[config.mk]
export PLATFORM = sky130hd
export DESIGN_NAME = ninjin_mem_arb_flat
export DESIGN_NICKNAME = d
export VERILOG_FILES = /design/src/rtl/ninjin_mem_arb_if.sv /design/src/rtl/ninjin_mem_arb.sv /design/src/flat_wrapper.sv
export SDC_FILE = /design/constraint.sdc
export NUM_CORES = 1
export LEC_CHECK = 0
export CAP_MARGIN = 20
export CORE_AREA = 2 2 98 100
export DETAILED_ROUTE_END_ITERATION = 12
export DIE_AREA = 0 0 100 102
export GPL_TIMING_DRIVEN = 0
export PLACE_DENSITY = 0.8
export SETUP_SLACK_MARGIN = 0.3
export SKIP_LAST_GASP = 1
export SYNTH_ARGS = -nofsm -noshare
export SYNTH_HDL_FRONTEND = slang
export SYNTH_SLANG_ARGS = --single-unit
[constraint.sdc]
create_clock -name clk -period 1.9 [get_ports clk]
set_input_delay 0.38 -clock clk [delete_from_list [all_inputs] [get_ports clk]]
set_output_delay 0.38 -clock clk [all_outputs]
set_load 0.01 [all_outputs]
[src/rtl/ninjin_mem_arb_if.sv]
// Bus bundle between the three memory requesters (host, renkon, gobou),
// the ninjin_mem_arb arbiter and the single-port common buffer memory.
// The arbiter connects through the slave modport; the requester/memory
// side (ninjin top level or a bench) connects through the master modport.
interface ninjin_mem_arb_if #(
    parameter int DWIDTH = 32,
    parameter int AWIDTH = 12
);
    // requester -> arbiter
    logic              h_req;
    logic              r_req;
    logic              g_req;
    logic              h_we;
    logic              r_we;
    logic              g_we;
    logic [AWIDTH-1:0] h_addr;
    logic [AWIDTH-1:0] r_addr;
    logic [AWIDTH-1:0] g_addr;
    logic [DWIDTH-1:0] h_wdata;
    logic [DWIDTH-1:0] r_wdata;
    logic [DWIDTH-1:0] g_wdata;

    // arbiter -> requester
    logic              h_gnt;
    logic              r_gnt;
    logic              g_gnt;
    logic              h_rvalid;
    logic              r_rvalid;
    logic              g_rvalid;
    logic [DWIDTH-1:0] rdata;

    // arbiter <-> memory
    logic              mem_we;
    logic [AWIDTH-1:0] mem_addr;
    logic [DWIDTH-1:0] mem_wdata;
    logic [DWIDTH-1:0] mem_rdata;

    modport slave (
        input  h_req, r_req, g_req,
        input  h_we, r_we, g_we,
        input  h_addr, r_addr, g_addr,
        input  h_wdata, r_wdata, g_wdata,
        output h_gnt, r_gnt, g_gnt,
        output h_rvalid, r_rvalid, g_rvalid,
        output rdata,
        output mem_we, mem_addr, mem_wdata,
        input  mem_rdata
    );

    modport master (
        output h_req, r_req, g_req,
        output h_we, r_we, g_we,
        output h_addr, r_addr, g_addr,
        output h_wdata, r_wdata, g_wdata,
        input  h_gnt, r_gnt, g_gnt,
        input  h_rvalid, r_rvalid, g_rvalid,
        input  rdata,
        input  mem_we, mem_addr, mem_wdata,
        output mem_rdata
    );
endinterface

[src/rtl/ninjin_mem_arb.sv]
// ninjin_mem_arb: shares the single-port common buffer between the host,
// renkon (conv engine) and gobou (FC engine). Ownership is handed out in
// windows of at most BURST beats whenever someone else is waiting; the host
// has priority, but never gets two windows back to back while an engine is
// pending, and renkon/gobou alternate on ties.
module ninjin_mem_arb #(
    parameter int DWIDTH = 32,
    parameter int AWIDTH = 12,
    parameter int BURST  = 16
) (
    input  logic             clk,
    input  logic             xrst,
    ninjin_mem_arb_if.slave  bus
);

    typedef enum logic [1:0] {
        IDLE  = 2'd0,
        OWN_H = 2'd1,
        OWN_R = 2'd2,
        OWN_G = 2'd3
    } state_t;

    // last window owner among the engines: 0 = renkon, 1 = gobou
    localparam logic       LAST_R   = 1'b0;
    localparam logic       LAST_G   = 1'b1;
    localparam logic [7:0] CNT_LAST = 8'(BURST - 1);

    state_t            state_q, state_d;
    logic [7:0]        cnt_q, cnt_d;
    logic              last_eng_q, last_eng_d;
    logic              h_rvalid_q, r_rvalid_q, g_rvalid_q;

    logic              own_req_s;
    logic              own_we_s;
    logic [AWIDTH-1:0] own_addr_s;
    logic [DWIDTH-1:0] own_wdata_s;
    logic              others_req_s;
    logic              beat_s;
    logic              release_s;
    logic              cand_h_s, cand_r_s, cand_g_s;

    // Select the current owner's request bundle and whether anyone else waits.
    always_comb begin
        own_req_s    = 1'b0;
        own_we_s     = 1'b0;
        own_addr_s   = '0;
        own_wdata_s  = '0;
        others_req_s = 1'b0;
        case (state_q)
            OWN_H: begin
                own_req_s    = bus.h_req;
                own_we_s     = bus.h_we;
                own_addr_s   = bus.h_addr;
                own_wdata_s  = bus.h_wdata;
                others_req_s = bus.r_req | bus.g_req;
            end
            OWN_R: begin
                own_req_s    = bus.r_req;
                own_we_s     = bus.r_we;
                own_addr_s   = bus.r_addr;
                own_wdata_s  = bus.r_wdata;
                others_req_s = bus.h_req | bus.g_req;
            end
            OWN_G: begin
                own_req_s    = bus.g_req;
                own_we_s     = bus.g_we;
                own_addr_s   = bus.g_addr;
                own_wdata_s  = bus.g_wdata;
                others_req_s = bus.h_req | bus.r_req;
            end
            default: begin
                own_req_s    = 1'b0;
                own_we_s     = 1'b0;
                own_addr_s   = '0;
                own_wdata_s  = '0;
                others_req_s = 1'b0;
            end
        endcase
    end

    // In an OWN state the grant is always up, so a beat is just the owner's req.
    assign beat_s    = own_req_s;
    // Release on a dropped req, or on the last beat of a window with contention.
    assign release_s = (state_q != IDLE) &&
                       (!own_req_s || (beat_s && (cnt_q == CNT_LAST) && others_req_s));

    // Next-owner candidates: the releasing owner never competes for the next window.
    assign cand_h_s = bus.h_req & (state_q != OWN_H);
    assign cand_r_s = bus.r_req & (state_q != OWN_R);
    assign cand_g_s = bus.g_req & (state_q != OWN_G);

    // Next state, engine round-robin pointer and beat counter.
    always_comb begin
        state_d    = state_q;
        last_eng_d = last_eng_q;
        cnt_d      = cnt_q;

        if ((state_q == IDLE) || release_s) begin
            if (cand_h_s) begin
                state_d = OWN_H;
            end else if (cand_r_s && cand_g_s) begin
                state_d = (last_eng_q == LAST_G) ? OWN_R : OWN_G;
            end else if (cand_r_s) begin
                state_d = OWN_R;
            end else if (cand_g_s) begin
                state_d = OWN_G;
            end else begin
                state_d = IDLE;
            end
        end else begin
            state_d = state_q;
        end

        if (state_d == OWN_R) begin
            last_eng_d = LAST_R;
        end else if (state_d == OWN_G) begin
            last_eng_d = LAST_G;
        end else begin
            last_eng_d = last_eng_q;
        end

        // cnt saturates at BURST-1 when the owner has the memory to itself
        if (state_d != state_q) begin
            cnt_d = 8'd0;
        end else if (beat_s && (cnt_q != CNT_LAST)) begin
            cnt_d = cnt_q + 8'd1;
        end else begin
            cnt_d = cnt_q;
        end
    end

    // Arbitration state registers.
    always_ff @(posedge clk or negedge xrst) begin
        if (!xrst) begin
            state_q    <= IDLE;
            cnt_q      <= 8'd0;
            last_eng_q <= LAST_G;
        end else begin
            state_q    <= state_d;
            cnt_q      <= cnt_d;
            last_eng_q <= last_eng_d;
        end
    end

    // Flag which requester's read is returning on rdata next cycle.
    always_ff @(posedge clk or negedge xrst) begin
        if (!xrst) begin
            h_rvalid_q <= 1'b0;
            r_rvalid_q <= 1'b0;
            g_rvalid_q <= 1'b0;
        end else begin
            h_rvalid_q <= (state_q == OWN_H) && beat_s && !own_we_s;
            r_rvalid_q <= (state_q == OWN_R) && beat_s && !own_we_s;
            g_rvalid_q <= (state_q == OWN_G) && beat_s && !own_we_s;
        end
    end

    // Grants are a pure decode of the state so handover needs no extra cycle.
    assign bus.h_gnt = (state_q == OWN_H);
    assign bus.r_gnt = (state_q == OWN_R);
    assign bus.g_gnt = (state_q == OWN_G);

    assign bus.h_rvalid = h_rvalid_q;
    assign bus.r_rvalid = r_rvalid_q;
    assign bus.g_rvalid = g_rvalid_q;

    // Address/data follow the owner even on non-beats; only the write strobe is gated.
    assign bus.mem_we    = beat_s & own_we_s;
    assign bus.mem_addr  = own_addr_s;
    assign bus.mem_wdata = own_wdata_s;
    assign bus.rdata     = bus.mem_rdata;

endmodule
[src/flat_wrapper.sv]
// flat-port wrapper written by rule: the top's interface ports become plain ports
module ninjin_mem_arb_flat 
#(
    parameter int DWIDTH = 32,
    parameter int AWIDTH = 12,
    parameter int BURST  = 16
)
  (clk, xrst, bus_h_req, bus_r_req, bus_g_req, bus_h_we, bus_r_we, bus_g_we, bus_h_addr, bus_r_addr, bus_g_addr, bus_h_wdata, bus_r_wdata, bus_g_wdata, bus_h_gnt, bus_r_gnt, bus_g_gnt, bus_h_rvalid, bus_r_rvalid, bus_g_rvalid, bus_rdata, bus_mem_we, bus_mem_addr, bus_mem_wdata, bus_mem_rdata);
  ninjin_mem_arb_if #(.DWIDTH(DWIDTH), .AWIDTH(AWIDTH)) bus_i ();
  input  logic clk;
  input  logic xrst;
  input wire logic [$bits(bus_i.h_req)-1:0] bus_h_req;
  input wire logic [$bits(bus_i.r_req)-1:0] bus_r_req;
  input wire logic [$bits(bus_i.g_req)-1:0] bus_g_req;
  input wire logic [$bits(bus_i.h_we)-1:0] bus_h_we;
  input wire logic [$bits(bus_i.r_we)-1:0] bus_r_we;
  input wire logic [$bits(bus_i.g_we)-1:0] bus_g_we;
  input wire logic [$bits(bus_i.h_addr)-1:0] bus_h_addr;
  input wire logic [$bits(bus_i.r_addr)-1:0] bus_r_addr;
  input wire logic [$bits(bus_i.g_addr)-1:0] bus_g_addr;
  input wire logic [$bits(bus_i.h_wdata)-1:0] bus_h_wdata;
  input wire logic [$bits(bus_i.r_wdata)-1:0] bus_r_wdata;
  input wire logic [$bits(bus_i.g_wdata)-1:0] bus_g_wdata;
  output wire logic [$bits(bus_i.h_gnt)-1:0] bus_h_gnt;
  output wire logic [$bits(bus_i.r_gnt)-1:0] bus_r_gnt;
  output wire logic [$bits(bus_i.g_gnt)-1:0] bus_g_gnt;
  output wire logic [$bits(bus_i.h_rvalid)-1:0] bus_h_rvalid;
  output wire logic [$bits(bus_i.r_rvalid)-1:0] bus_r_rvalid;
  output wire logic [$bits(bus_i.g_rvalid)-1:0] bus_g_rvalid;
  output wire logic [$bits(bus_i.rdata)-1:0] bus_rdata;
  output wire logic [$bits(bus_i.mem_we)-1:0] bus_mem_we;
  output wire logic [$bits(bus_i.mem_addr)-1:0] bus_mem_addr;
  output wire logic [$bits(bus_i.mem_wdata)-1:0] bus_mem_wdata;
  input wire logic [$bits(bus_i.mem_rdata)-1:0] bus_mem_rdata;
  assign bus_i.h_req = bus_h_req;
  assign bus_i.r_req = bus_r_req;
  assign bus_i.g_req = bus_g_req;
  assign bus_i.h_we = bus_h_we;
  assign bus_i.r_we = bus_r_we;
  assign bus_i.g_we = bus_g_we;
  assign bus_i.h_addr = bus_h_addr;
  assign bus_i.r_addr = bus_r_addr;
  assign bus_i.g_addr = bus_g_addr;
  assign bus_i.h_wdata = bus_h_wdata;
  assign bus_i.r_wdata = bus_r_wdata;
  assign bus_i.g_wdata = bus_g_wdata;
  assign bus_h_gnt = bus_i.h_gnt;
  assign bus_r_gnt = bus_i.r_gnt;
  assign bus_g_gnt = bus_i.g_gnt;
  assign bus_h_rvalid = bus_i.h_rvalid;
  assign bus_r_rvalid = bus_i.r_rvalid;
  assign bus_g_rvalid = bus_i.g_rvalid;
  assign bus_rdata = bus_i.rdata;
  assign bus_mem_we = bus_i.mem_we;
  assign bus_mem_addr = bus_i.mem_addr;
  assign bus_mem_wdata = bus_i.mem_wdata;
  assign bus_i.mem_rdata = bus_mem_rdata;
  ninjin_mem_arb #(.DWIDTH(DWIDTH), .AWIDTH(AWIDTH), .BURST(BURST)) u_core (.clk(clk), .xrst(xrst), .bus(bus_i));
endmodule
# Word level (Yosys, flattened, before mapping)
# Cells that the tools add are included.
# word_totals
ff_bits	14
latch_bits	0
ram_bits	0
mem_bits_ro	0
input_bits	172
wordCells	59
memories	0
# op_classes
n_addsub	1
n_mul	0
n_div	0
order_cmp	0
n_eq_ne	11
shifts	0
n_mux	15
bitwise	7
reduce_logical	19
# ops
op	n
$pmux 32 s3	1
$pmux 12 s3	1
$mux 8	2
$logic_and 1x1->1	11
$mux 2	5
$pmux 1 s3	3
$add 8x1->8 const B	1
$eq 2x2->1 const B	4
$eq 8x4->1 const B	1
$ne 8x4->1 const B	1
$reduce_bool 2->1	3
$and 1x1->1	4
$ne 2x2->1 const B	2
$mux 1	3
$or 1x1->1	3
$eq 2x1->1 const B	1
$logic_not 1->1	2
$logic_not 2->1	1
$logic_or 1x1->1	2
$ne 2x1->1 const B	1
$ne 2x2->1	1

# Logic depth before layout (Yosys ltp)
# Gate-level depths: netlist (run 1).
# depth
depth_word	11
ltp_mapped	6
ltp_nobuf	6

# Worst setup path before layout (run 1)
# Ideal clock, no wire load.
# synth_path
path_type	register to output
startpoint	register u_core.state_q[0]
endpoint	output port bus_mem_addr[3]
arrival_ns	1.566
required_time_ns	1.520
path_slack_ns	-0.046
path_stages_with_launch	6
path_buffers	3
cell_sequence	dfrtp_1 > buf_6 > nor2b_1 > clkbuf_1 > clkbuf_1 > a22o_1
# synth_via
elab_chain_len	2
elab_cells_between_ends	4
cone_classes	3 x eq/ne; 1 x mux
# synth_lines
item	line_no	text
start, declared	ninjin_mem_arb.sv:28	state_t state_q, state_d;
start signal, assigned	ninjin_mem_arb.sv:139	state_q <= state_d;
$eq 2x1->1	--	
named net bus_h_gnt	flat_wrapper.sv:24	output wire logic [$bits(bus_i.h_gnt)-1:0] bus_h_gnt;
$pmux 12 s3	ninjin_mem_arb.sv:49	case (state_q)
end, declared	flat_wrapper.sv:32	output wire logic [$bits(bus_i.mem_addr)-1:0] bus_mem_addr;
# The timed path passes the listed nets, and every way through them passes these cells.

# Final worst setup path (run 1)
# layout_path
startpoint	register u_core.state_q[0]
endpoint	output port bus_mem_addr[10]
# layout_via
elab_chain_len	2
elab_cells_between_ends	4
cone_classes	3 x eq/ne; 1 x mux
# layout_lines
item	line_no
$eq 2x2->1 / $eq 2x1->1 (equally long branches)	ninjin_mem_arb.sv:49
$pmux 12 s3 *	ninjin_mem_arb.sv:49
# Mark *: on every way between the ends. The rest lies on a longest branch, timed or not.

==> run summary, run 1 <==
status: complete, but fails checks
failing checks: negative setup slack
CP Launch Type: flop
main area contributors after synthesis: mux2_2 (24%), a22o_1 (19%), dfrtp_1 (16%)
CTS tree: yes
first-pass GRT wire length: 13720 um
Mean Syn Cell Area: 9.155 sq um
Pins Over Slew Limit: 0
sequential fraction of the synthesis area: 0.1738
crit-path max FO: 9
GR Overflow Total: 0
syn nets: 394
Clock Tree Buf Depth: 2
Worst-Skew Late Latency: 0.25 ns
Initial Util: 0.2221
Post-Route WL: 10090 um
Hold WC Path Type: in2async
fin area: 0.004920 sq mm
max cap viols: 0
H-Tree Depth: 1
period utilization: 1.141
VDD IR-drop max: 0.0005269 V
Gate Count Post-Synth: 221
ANT nets after route: 0
share of cells above drive strength 1: 0.3963
post-synth top area cell: mux2_2
Layout Utilization: 0.5401
most frequent cell after synthesis: a22o_1
final clock skew: 0.003534 ns
async set-reset flop share out of synthesis: 1.000
critical path class: reg2out
Yosys top cell area share: 0.2449
cell row count: 35
area delta synth->final: 143.2%
initial antenna violation count: 0
Placement Cell Area: 0.004404 sq mm
crit path max-delay cell type: dfrtp_1
wire length per cell: 17.01 um
GR Util All Layers: 0.1678
DP Wirelength: 7663 um
Diodes inserted: 0
chip width: 100 um
PortBufs: 221
clock transition at the registers of the reported paths: 0.06 ns
setup tns final: -9.464 ns
pwr dens: 1214 mW/mm^2
Crit path largest cell delay: 0.34 ns
Crit. End Element: primary output
Num Clock Sinks: 14
via/cell ratio: 4.664
vias in the first global route: 2790
Worst slew margin: 0.5816
First-pass DRT Iterations: 5
largest net degree at the start of global routing: 15
# setup viols final: 56
crit path DAT: 1.79 ns
Nets: 656
cts bufs inserted: 3
cells along the critical path: buf_6 > clkbuf_16 > mux2_2 > a22o_1 > dlygate4sd2_1
vias: 2766
setup ws final: -0.2686 ns
CTS Hold Buffers Added: 0
Post-Syn Area: 0.002023 sq mm
Synth top cells by count: a22o_1 (45), mux2_2 (44), buf_4 (32)
post-synth cell types: 38
data required time of the critical path: 1.52 ns
fmax: 461.1 MHz
crit path time final: 2.169 ns
# DRC: 0
Tightest Pin Transition: 0.6257 ns
final hold violations: 0
I/O Pins: 255
Min Hold Slack: 0.5175 ns
Core Area: 0.009109 sq mm
DRT iter0 DRCs: 63
die area: 0.01020 sq mm
RSZ-0062 raised after global routing: true
dpl ws: -0.6413 ns
Die H: 102 um
clock root cell: clkbuf_8
top_reg_cell synth: dfrtp_1
GP Congestion: 0.8496
Post-synth EDFFs: 0
static leakage: 2.204 nW
Synth Warn #: 0
register bit total from synthesis: 14
cell usage in the layout, fill, tap and decap left out, types with 2 or more instances in the layout:
| cell | synthesis | final |
|---|---|---|
| a21oi_1 | 4 | 3 |
| clkbuf_16 | 0 | 6 |
| nand2_1 | 4 | 4 |
| and3_1 | 3 | 3 |
| clkdlybuf4s50_1 | 0 | 171 |
| inv_1 | 2 | 2 |
| mux2_4 | 2 | 3 |
| buf_8 | 0 | 5 |
| clkbuf_2 | 0 | 2 |
| nor2_2 | 0 | 6 |
| xnor2_1 | 2 | 2 |
| nand3_1 | 3 | 3 |
| mux2i_1 | 2 | 2 |
| buf_6 | 1 | 18 |
| a22o_1 | 45 | 45 |
| buf_2 | 0 | 29 |
| buf_4 | 32 | 49 |
| xor2_1 | 4 | 4 |
| nor2_1 | 14 | 8 |
| mux2_2 | 44 | 43 |
| dfrtp_1 | 13 | 12 |
| dlygate4sd2_1 | 0 | 15 |
| clkbuf_8 | 0 | 13 |
| nor2b_1 | 4 | 2 |
| nand4_1 | 2 | 2 |
path summary, 6_finish.rpt:
check / start / endpoint / slack (ns) / depth (start not counted)
max: u_core.state_q[0]$_DFF_PN0_ / bus_mem_addr[10] / -0.27 / 5
min: xrst / u_core.bus.g_rvalid$_DFF_PN0_ / 0.52 / 1
max reg2reg: u_core.state_q[0]$_DFF_PN0_ / u_core.state_q[1]$_DFF_PN0_ / -0.24 / 7
min reg2reg: u_core.cnt_q[7]$_DFFE_PN0P_ / u_core.cnt_q[7]$_DFFE_PN0P_ / 0.56 / 2
max in group asynchronous: xrst / u_core.state_q[1]$_DFF_PN0_ / 0.94 / 1
min in group clk: bus_h_req / u_core.bus.h_rvalid$_DFF_PN0_ / 0.55 / 3
cell type report:
cell class	instances	area [sq um]
clock buffers	4	55.05
flip-flops and latches	14	352.8
fillers	839	4189
well taps	111	138.9
multi-input cells	155	1413
repair buffers	257	2417
plain buffers	50	535.5
inverters	2	7.507
what timing repair did:
item | 4_1_cts | 5_1_grt
pin swaps | 10 | 25
setup endpoints to repair | 59 | 59
endpoints found under the hold margin | 0 | 0
gates cloned | 3 | 1
resized for setup | 166 | 63
buffers inserted | 14 | 18
logic make-up after synthesis:
family / count (synthesis) / synth area share
and+or+nand+nor: 40 / 0.1076
adders and majority gates: 1 / 0.006183
buffers and inverters: 52 / 0.1596
xor gates and xnor gates: 6 / 0.02597
muxes: 48 / 0.2696
AOI/OAI and AO/OA: 60 / 0.2573
DFF: 14 / 0.1738
power by group:
part           switching, mW  internal [mW]
Clock                  0.116          0.184
Sequential            0.0574          0.365
Combinational           2.15           3.10
Total                   2.32           3.65
per-stage QoR:
step | instances | total power [mW]
floorplan | 221 | 2.665
global placement | 553 | 4.531
detailed placement | 553 | 4.601
CTS | 574 | 5.258
global route | 593 | 6.280
finish | 593 | 5.971
state kept, by name, summed over array words and instances, names as in the netlist:
name	flops
u_core.bus.g_rvalid	1
u_core.bus.h_rvalid	1
u_core.bus.r_rvalid	1
u_core.cnt_q	8
u_core.last_eng_q	1
u_core.state_q	2
per-layer routing:
| metal | routed length [um] | track usage | vias to the layer above |
|---|---|---|---|
| met5 | 0 | 0 | - |
| met4 | 68 | 0.03161 | 0 |
| met3 | 610 | 0.02326 | 8 |
| met2 | 5598 | 0.3306 | 133 |
| met1 | 3810 | 0.1935 | 1302 |
| li1 | - | - | 1323 |
critical path, delay by kind of cell, from the launching register on:
family | cells | cell delay, ns
AOI/OAI and AO/OA | 1 | 0.23
buffers and inverters | 3 | 0.63
DFF | 1 | 0.34
muxes | 1 | 0.33
Note: power is estimated with default switching activity, not from simulation.
==> inputs of run 2 (changes only) <==
Clock period 1.9 ns to 1.95 ns, I/O delays scaled along.
==> run summary, run 2 (synthesis gave the netlist of run 1 again) <==
Layout Utilization: 0.5376 (was 0.5401)
final clock skew: 0.001853 ns (was 0.003534 ns)
I/O Pins: 255 (unchanged)
cts bufs inserted: 3 (unchanged)
VDD IR-drop max: 0.0005900 V (was 0.0005269 V)
GP Congestion: 0.7691 (was 0.8496)
cell row count: 35 (unchanged)
Crit. End Element: primary output (unchanged)
Crit path largest cell delay: 0.38 ns (was 0.34 ns)
wire length per cell: 16.81 um (was 17.01 um)
Initial Util: 0.2221 (unchanged)
commonest non-fill, non-tap cell in the layout: clkdlybuf4s50_1 (unchanged)
Num Clock Sinks: 14 (unchanged)
period utilization: 1.097
fmax: 467.5 MHz
GR Overflow Total: 0 (unchanged)
GR Util All Layers: 0.1716 (was 0.1678)
Worst-Skew Late Latency: 0.25 ns (about the same)
share of cells above drive strength 1: 0.3924 (was 0.3963)
Pins Over Slew Limit: 0 (unchanged)
largest net degree at the start of global routing: 15 (unchanged)
Non-Filler Instances: 585 (was 593)
area delta synth->final: 142.1% (was 143.2%)
data required time of the critical path: 1.56 ns (was 1.52 ns)
Post-Route WL: 9834 um (was 10090 um)
Min Hold Slack: 0.5227 ns (was 0.5175 ns)
most frequent cells in the layout: clkdlybuf4s50_1 (171), a22o_1 (45), buf_4 (42), mux2_2 (38), buf_2 (34) (was clkdlybuf4s50_1 (171), buf_4 (49), a22o_1 (45), mux2_2 (43), buf_2 (29))
initial antenna violation count: 0 (unchanged)
Die H: 102 um (unchanged)
CTS tree: yes (unchanged)
Clock Tree Buf Depth: 2 (unchanged)
status: complete, but fails checks (unchanged)
clock transition at the registers of the reported paths: 0.06 ns (about the same)
Tightest Pin Transition: 0.6588 ns (was 0.6257 ns)
setup ws final: -0.1889 ns (was -0.2686 ns)
CP Launch Type: flop (unchanged)
pwr dens: 1170 mW/mm^2 (was 1214 mW/mm^2)
Worst slew margin: 0.5594 (was 0.5816)
RSZ-0062 raised after global routing: true (unchanged)
Diodes inserted: 0 (unchanged)
crit path time final: 2.139 ns
Cells after DPL: 553 (unchanged)
DP Wirelength: 7587 um (was 7663 um)
fin area: 0.004897 sq mm (was 0.004920 sq mm)
crit path max-delay cell type: dfrtp_1 (unchanged)
chip width: 100 um (unchanged)
Placement Cell Area: 0.004394 sq mm (was 0.004404 sq mm)
max cap viols: 0 (unchanged)
First-pass DRT Iterations: 4 (was 5)
largest registers: u_core.cnt_q x8, u_core.state_q x2 (unchanged)
H-Tree Depth: 1 (unchanged)
static leakage: 2.183 nW (was 2.204 nW)
die area: 0.01020 sq mm (unchanged)
final hold violations: 0 (unchanged)
PortBufs: 221 (unchanged)
CTS Hold Buffers Added: 0 (unchanged)
Top reg by flops: u_core.cnt_q (unchanged)
via/cell ratio: 4.656 (was 4.664)
# setup viols final: 55 (was 56)
clock root cell: clkbuf_8 (unchanged)
max reg flops: 8 (unchanged)
Nets: 648 (was 656)
Hold WC Path Type: in2reg (was in2async)
vias: 2724 (was 2766)
# DRC: 0 (unchanged)
cells along the critical path: buf_4 > clkbuf_8 > mux2_2 > a22o_1 > clkdlybuf4s15_1 (was buf_6 > clkbuf_16 > mux2_2 > a22o_1 > dlygate4sd2_1)
crit-path max FO: 10 (was 9)
critical path class: reg2out (unchanged)
Core Area: 0.009109 sq mm (unchanged)
DRT iter0 DRCs: 83 (was 63)
ANT nets after route: 0 (unchanged)
vias in the first global route: 2878 (was 2790)
failing checks: negative setup slack (unchanged)
crit path DAT: 1.75 ns (was 1.79 ns)
first-pass GRT wire length: 14080 um (was 13720 um)
[run 2: through the flow]
stage          TNS [ns]  power (mW)  setup slack (ns)
2_1_floorplan         0       2.574           0.08360
3_3_place_gp     -29.99       4.385           -0.5856
3_5_place_dp     -30.64       4.453           -0.5981
4_1_cts          -5.751       5.243           -0.1858
5_1_grt          -10.79       6.070           -0.2694
6_report         -6.784       5.730           -0.1889
[run 2: worst paths after layout]
check	startpoint	to	slack [ns]	cells past startpoint
min in group asynchronous	xrst	u_core.cnt_q[6]$_DFFE_PN0P_	0.54	1
hold / removal	bus_h_req	u_core.bus.h_rvalid$_DFF_PN0_	0.52	3
hold reg to reg	u_core.cnt_q[7]$_DFFE_PN0P_	u_core.cnt_q[7]$_DFFE_PN0P_	0.58	2
setup / recovery	u_core.state_q[0]$_DFF_PN0_	bus_mem_addr[8]	-0.19	5
setup reg to reg	u_core.state_q[0]$_DFF_PN0_	u_core.cnt_q[0]$_DFFE_PN0P_	-0.16	7
max in group asynchronous	xrst	u_core.state_q[1]$_DFF_PN0_	0.94	1
[run 2: per-layer routing]
metal	wire (um)	vias up	track usage	share of wire
li1	-	1303	-	-
met3	562	13	0.02873	0.057
met4	97	0	0.03267	0.0099
met2	5544	126	0.3436	0.56
met1	3630	1282	0.1905	0.37
met5	0	-	0	0
[run 2: timing repair]
action	in CTS	in global routing
setup buffers	13	5
setup endpoints to repair	60	59
gates cloned	5	5
gates resized for setup	227	28
pin swaps	15	17
[run 2: power by group]
part / total [mW] / internal [mW] / switching, mW
clock network: 0.250 / 0.145 / 0.105
logic: 5.06 / 3.02 / 2.04
registers: 0.418 / 0.356 / 0.0619
[run 2: cell type report]
type	instances	area [sq um]
buffer	50	546.8
clock buffer	4	45.04
timing repair buffer	249	2385
tap	111	138.9
sequential	14	352.8
multi-input combinational	155	1421
fill	819	4212
inverter	2	7.507
[run 2: worst max-delay path, delay by kind of cell (launching register included)]
kind,cells,cell delay (ns)
buffers and inverters,3,0.59
AOI/OAI and AO/OA,1,0.18
DFF,1,0.38
muxes,1,0.35
==> inputs of run 3 (changes only) <==
Settings changed: CAP_MARGIN 20 to 15, TNS_END_PERCENT set to 50.
==> run summary, run 3 (synthesis gave the netlist of run 1 again) <==
First-pass DRT Iterations: 4 (unchanged)
via/cell ratio: 4.654 (was 4.656)
Num Clock Sinks: 14 (unchanged)
clock power share: 0.053 (was 0.044)
multi-input combinational cell area: 0.001395 sq mm (was 0.001421 sq mm)
status: complete, but fails checks (unchanged)
Clock Tree Buf Depth: 2 (unchanged)
Placement Cell Area: 0.004389 sq mm (was 0.004394 sq mm)
largest net degree at the start of global routing: 15 (unchanged)
fin area: 0.004805 sq mm (was 0.004897 sq mm)
Core Area: 0.009109 sq mm (unchanged)
chip width: 100 um (unchanged)
commonest non-fill, non-tap cell in the layout: clkdlybuf4s50_1 (unchanged)
Crit. End Element: primary output (unchanged)
switching power: 2.077 mW (was 2.212 mW)
GR Util All Layers: 0.1694 (was 0.1716)
Nets: 649 (was 648)
ANT nets after route: 0 (unchanged)
vias in the first global route: 2900 (was 2878)
DP Wirelength: 7569 um (was 7587 um)
final hold violations: 0 (unchanged)
Initial Util: 0.2221 (unchanged)
data required time of the critical path: 1.56 ns (about the same)
Pwr Total: 5.432 mW (was 5.730 mW)
# DRC: 0 (unchanged)
DRT iter0 DRCs: 49 (was 83)
die area: 0.01020 sq mm (unchanged)
final clock skew: 0.003778 ns (was 0.001853 ns)
Tightest Pin Transition: 0.6394 ns (was 0.6588 ns)
cts bufs inserted: 3 (unchanged)
Reg power frac: 0.075 (was 0.073)
crit-path max FO: 8 (was 10)
pwr dens: 1131 mW/mm^2 (was 1170 mW/mm^2)
Diodes inserted: 0 (unchanged)
Switching Fraction: 0.3823 (was 0.3861)
CTS tree: yes (unchanged)
clock transition at the registers of the reported paths: 0.06 ns (about the same)
FF/Latch Area: 352.8 sq um (unchanged)
R2R cell count: 7 (unchanged)
Int Pwr: 3.355 mW (was 3.517 mW)
fmax: 461.6 MHz (was 467.5 MHz)
H-Tree Depth: 1 (unchanged)
Cells after DPL: 553 (unchanged)
Top reg by flops: u_core.cnt_q (unchanged)
first-pass GRT wire length: 14040 um (was 14080 um)
most frequent cells in the layout: clkdlybuf4s50_1 (172), buf_4 (57), a22o_1 (45), mux2_2 (35), buf_2 (29) (was clkdlybuf4s50_1 (171), a22o_1 (45), buf_4 (42), mux2_2 (38), buf_2 (34))
CTS Hold Buffers Added: 0 (unchanged)
CP Launch Type: flop (unchanged)
period utilization: 1.111 (was 1.097)
dpl ws: -0.6614 ns (was -0.5981 ns)
Layout Utilization: 0.5275 (was 0.5376)
static leakage: 2.186 nW (was 2.183 nW)
# setup viols final: 58 (was 55)
VDD IR-drop max: 0.0004924 V (was 0.0005900 V)
Die H: 102 um (unchanged)
Worst slew margin: 0.5724 (was 0.5594)
critical path class: reg2out (unchanged)
area delta synth->final: 137.5% (was 142.1%)
end of the worst register-to-register path: u_core.cnt_q[2]$_DFFE_PN0P_ (was u_core.cnt_q[0]$_DFFE_PN0P_)
PortBufs: 221 (unchanged)
Worst-Skew Late Latency: 0.25 ns (about the same)
r2r startpoint: u_core.state_q[0]$_DFF_PN0_ (unchanged)
clock root cell: clkbuf_8 (unchanged)
RSZ-0062 raised after global routing: true (unchanged)
Post-Route WL: 9587 um (was 9834 um)
GR Overflow Total: 0 (unchanged)
max cap viols: 0 (unchanged)
cell row count: 35 (unchanged)
crit path DAT: 1.78 ns (was 1.75 ns)
crit path time final: 2.166 ns (was 2.139 ns)
initial antenna violation count: 0 (unchanged)
worst reg-to-reg setup slack: -0.20 ns (was -0.16 ns)
largest registers: u_core.cnt_q x8, u_core.state_q x2 (unchanged)
# fillers: 822 (was 819)
GP Congestion: 0.7692 (was 0.7691)
share of cells above drive strength 1: 0.3621 (was 0.3924)
wire length per cell: 16.36 um (was 16.81 um)
failing checks: negative setup slack (unchanged)
vias: 2727 (was 2724)
max reg flops: 8 (unchanged)
setup ws final: -0.2163 ns (was -0.1889 ns)
Hold WC Path Type: in2async (was in2reg)
I/O Pins: 255 (unchanged)
Pins Over Slew Limit: 0 (unchanged)
Comb power frac: 0.873 (was 0.883)
Non-Filler Instances: 586 (was 585)
==> run 3: changes by cell type in the layout (fill, tap and decap cells not counted), moves of 2 or more <==
cell             delta
buf_2               -5
buf_4              +15
buf_6              -11
clkbuf_2            +2
clkdlybuf4s15_2     -6
dlygate4sd2_1      +10
mux2_2              -3
mux2_4              +3
==> run 3: metrics by stage <==
| step | hold slack, ns | TNS (ns) |
|---|---|---|
| 2_1_floorplan | 0.09441 | 0 |
| 5_1_grt | 0.5842 | -13.19 |
| 4_1_cts | 0.5364 | -10.53 |
| 3_5_place_dp | 0.5569 | -32.87 |
| 3_3_place_gp | 0.5351 | -30.83 |
| 6_report | 0.5339 | -9.664 |
==> run 3: power groups by stage <==
| stage | combinational (mW) | sequential, mW | clock [mW] |
|---|---|---|---|
| final | 4.74 | 0.406 | 0.286 |
| after global routing | 5.06 | 0.415 | 0.311 |
| after CTS | 4.59 | 0.403 | 0.288 |
| after detailed placement | 4.03 | 0.399 | 0 |
| after global placement | 3.98 | 0.393 | 0 |
| after floorplan | 2.17 | 0.394 | 0 |
==> run 3: layer usage <==
metal / track usage / up-vias / routed length [um]
met1: 0.1999 / 1290 / 3547
met5: 0 / - / 0
met4: 0.01686 / 0 / 26
li1: - / 1309 / -
met3: 0.03283 / 4 / 603
met2: 0.3285 / 124 / 5410
==> run 3: what timing repair did <==
| item | in CTS | in global routing |
|---|---|---|
| gates cloned | 4 | 1 |
| pin swaps | 21 | 7 |
| setup buffers | 17 | 7 |
| gates resized for setup | 181 | 32 |
| endpoints found under the setup margin | 60 | 59 |
==> run 3: cell type report <==
class	count	area share
Timing Repair Buffer	250	0.4813
Multi-Input combinational cell	155	0.2904
Buffer	50	0.1130
Sequential cell	14	0.07344
Tap cell	111	0.02891
Clock buffer	4	0.01146
Inverter	2	0.001562
==> run 3: worst max path at each step <==
stage                                           start                           to  cells after the start
after floorplan           u_core.state_q[0]$_DFF_PN0_  u_core.state_q[1]$_DFF_PN0_                      5
final                     u_core.state_q[0]$_DFF_PN0_            bus_mem_wdata[23]                      6
after detailed placement  u_core.state_q[0]$_DFF_PN0_             bus_mem_addr[10]                      5
after global placement    u_core.state_q[0]$_DFF_PN0_             bus_mem_addr[10]                      5
after global routing      u_core.state_q[0]$_DFF_PN0_            bus_mem_wdata[28]                      5
after CTS                 u_core.state_q[0]$_DFF_PN0_  u_core.cnt_q[3]$_DFFE_PN0P_                      7
==> run 3: critical path: stages (launching register included) <==
cell and delay [ns]:
dfrtp_1 0.40, buf_8 0.16, nor2b_4 0.15, clkbuf_16 0.17, clkbuf_16 0.15, a22o_1 0.22
dlygate4sd2_1 0.28
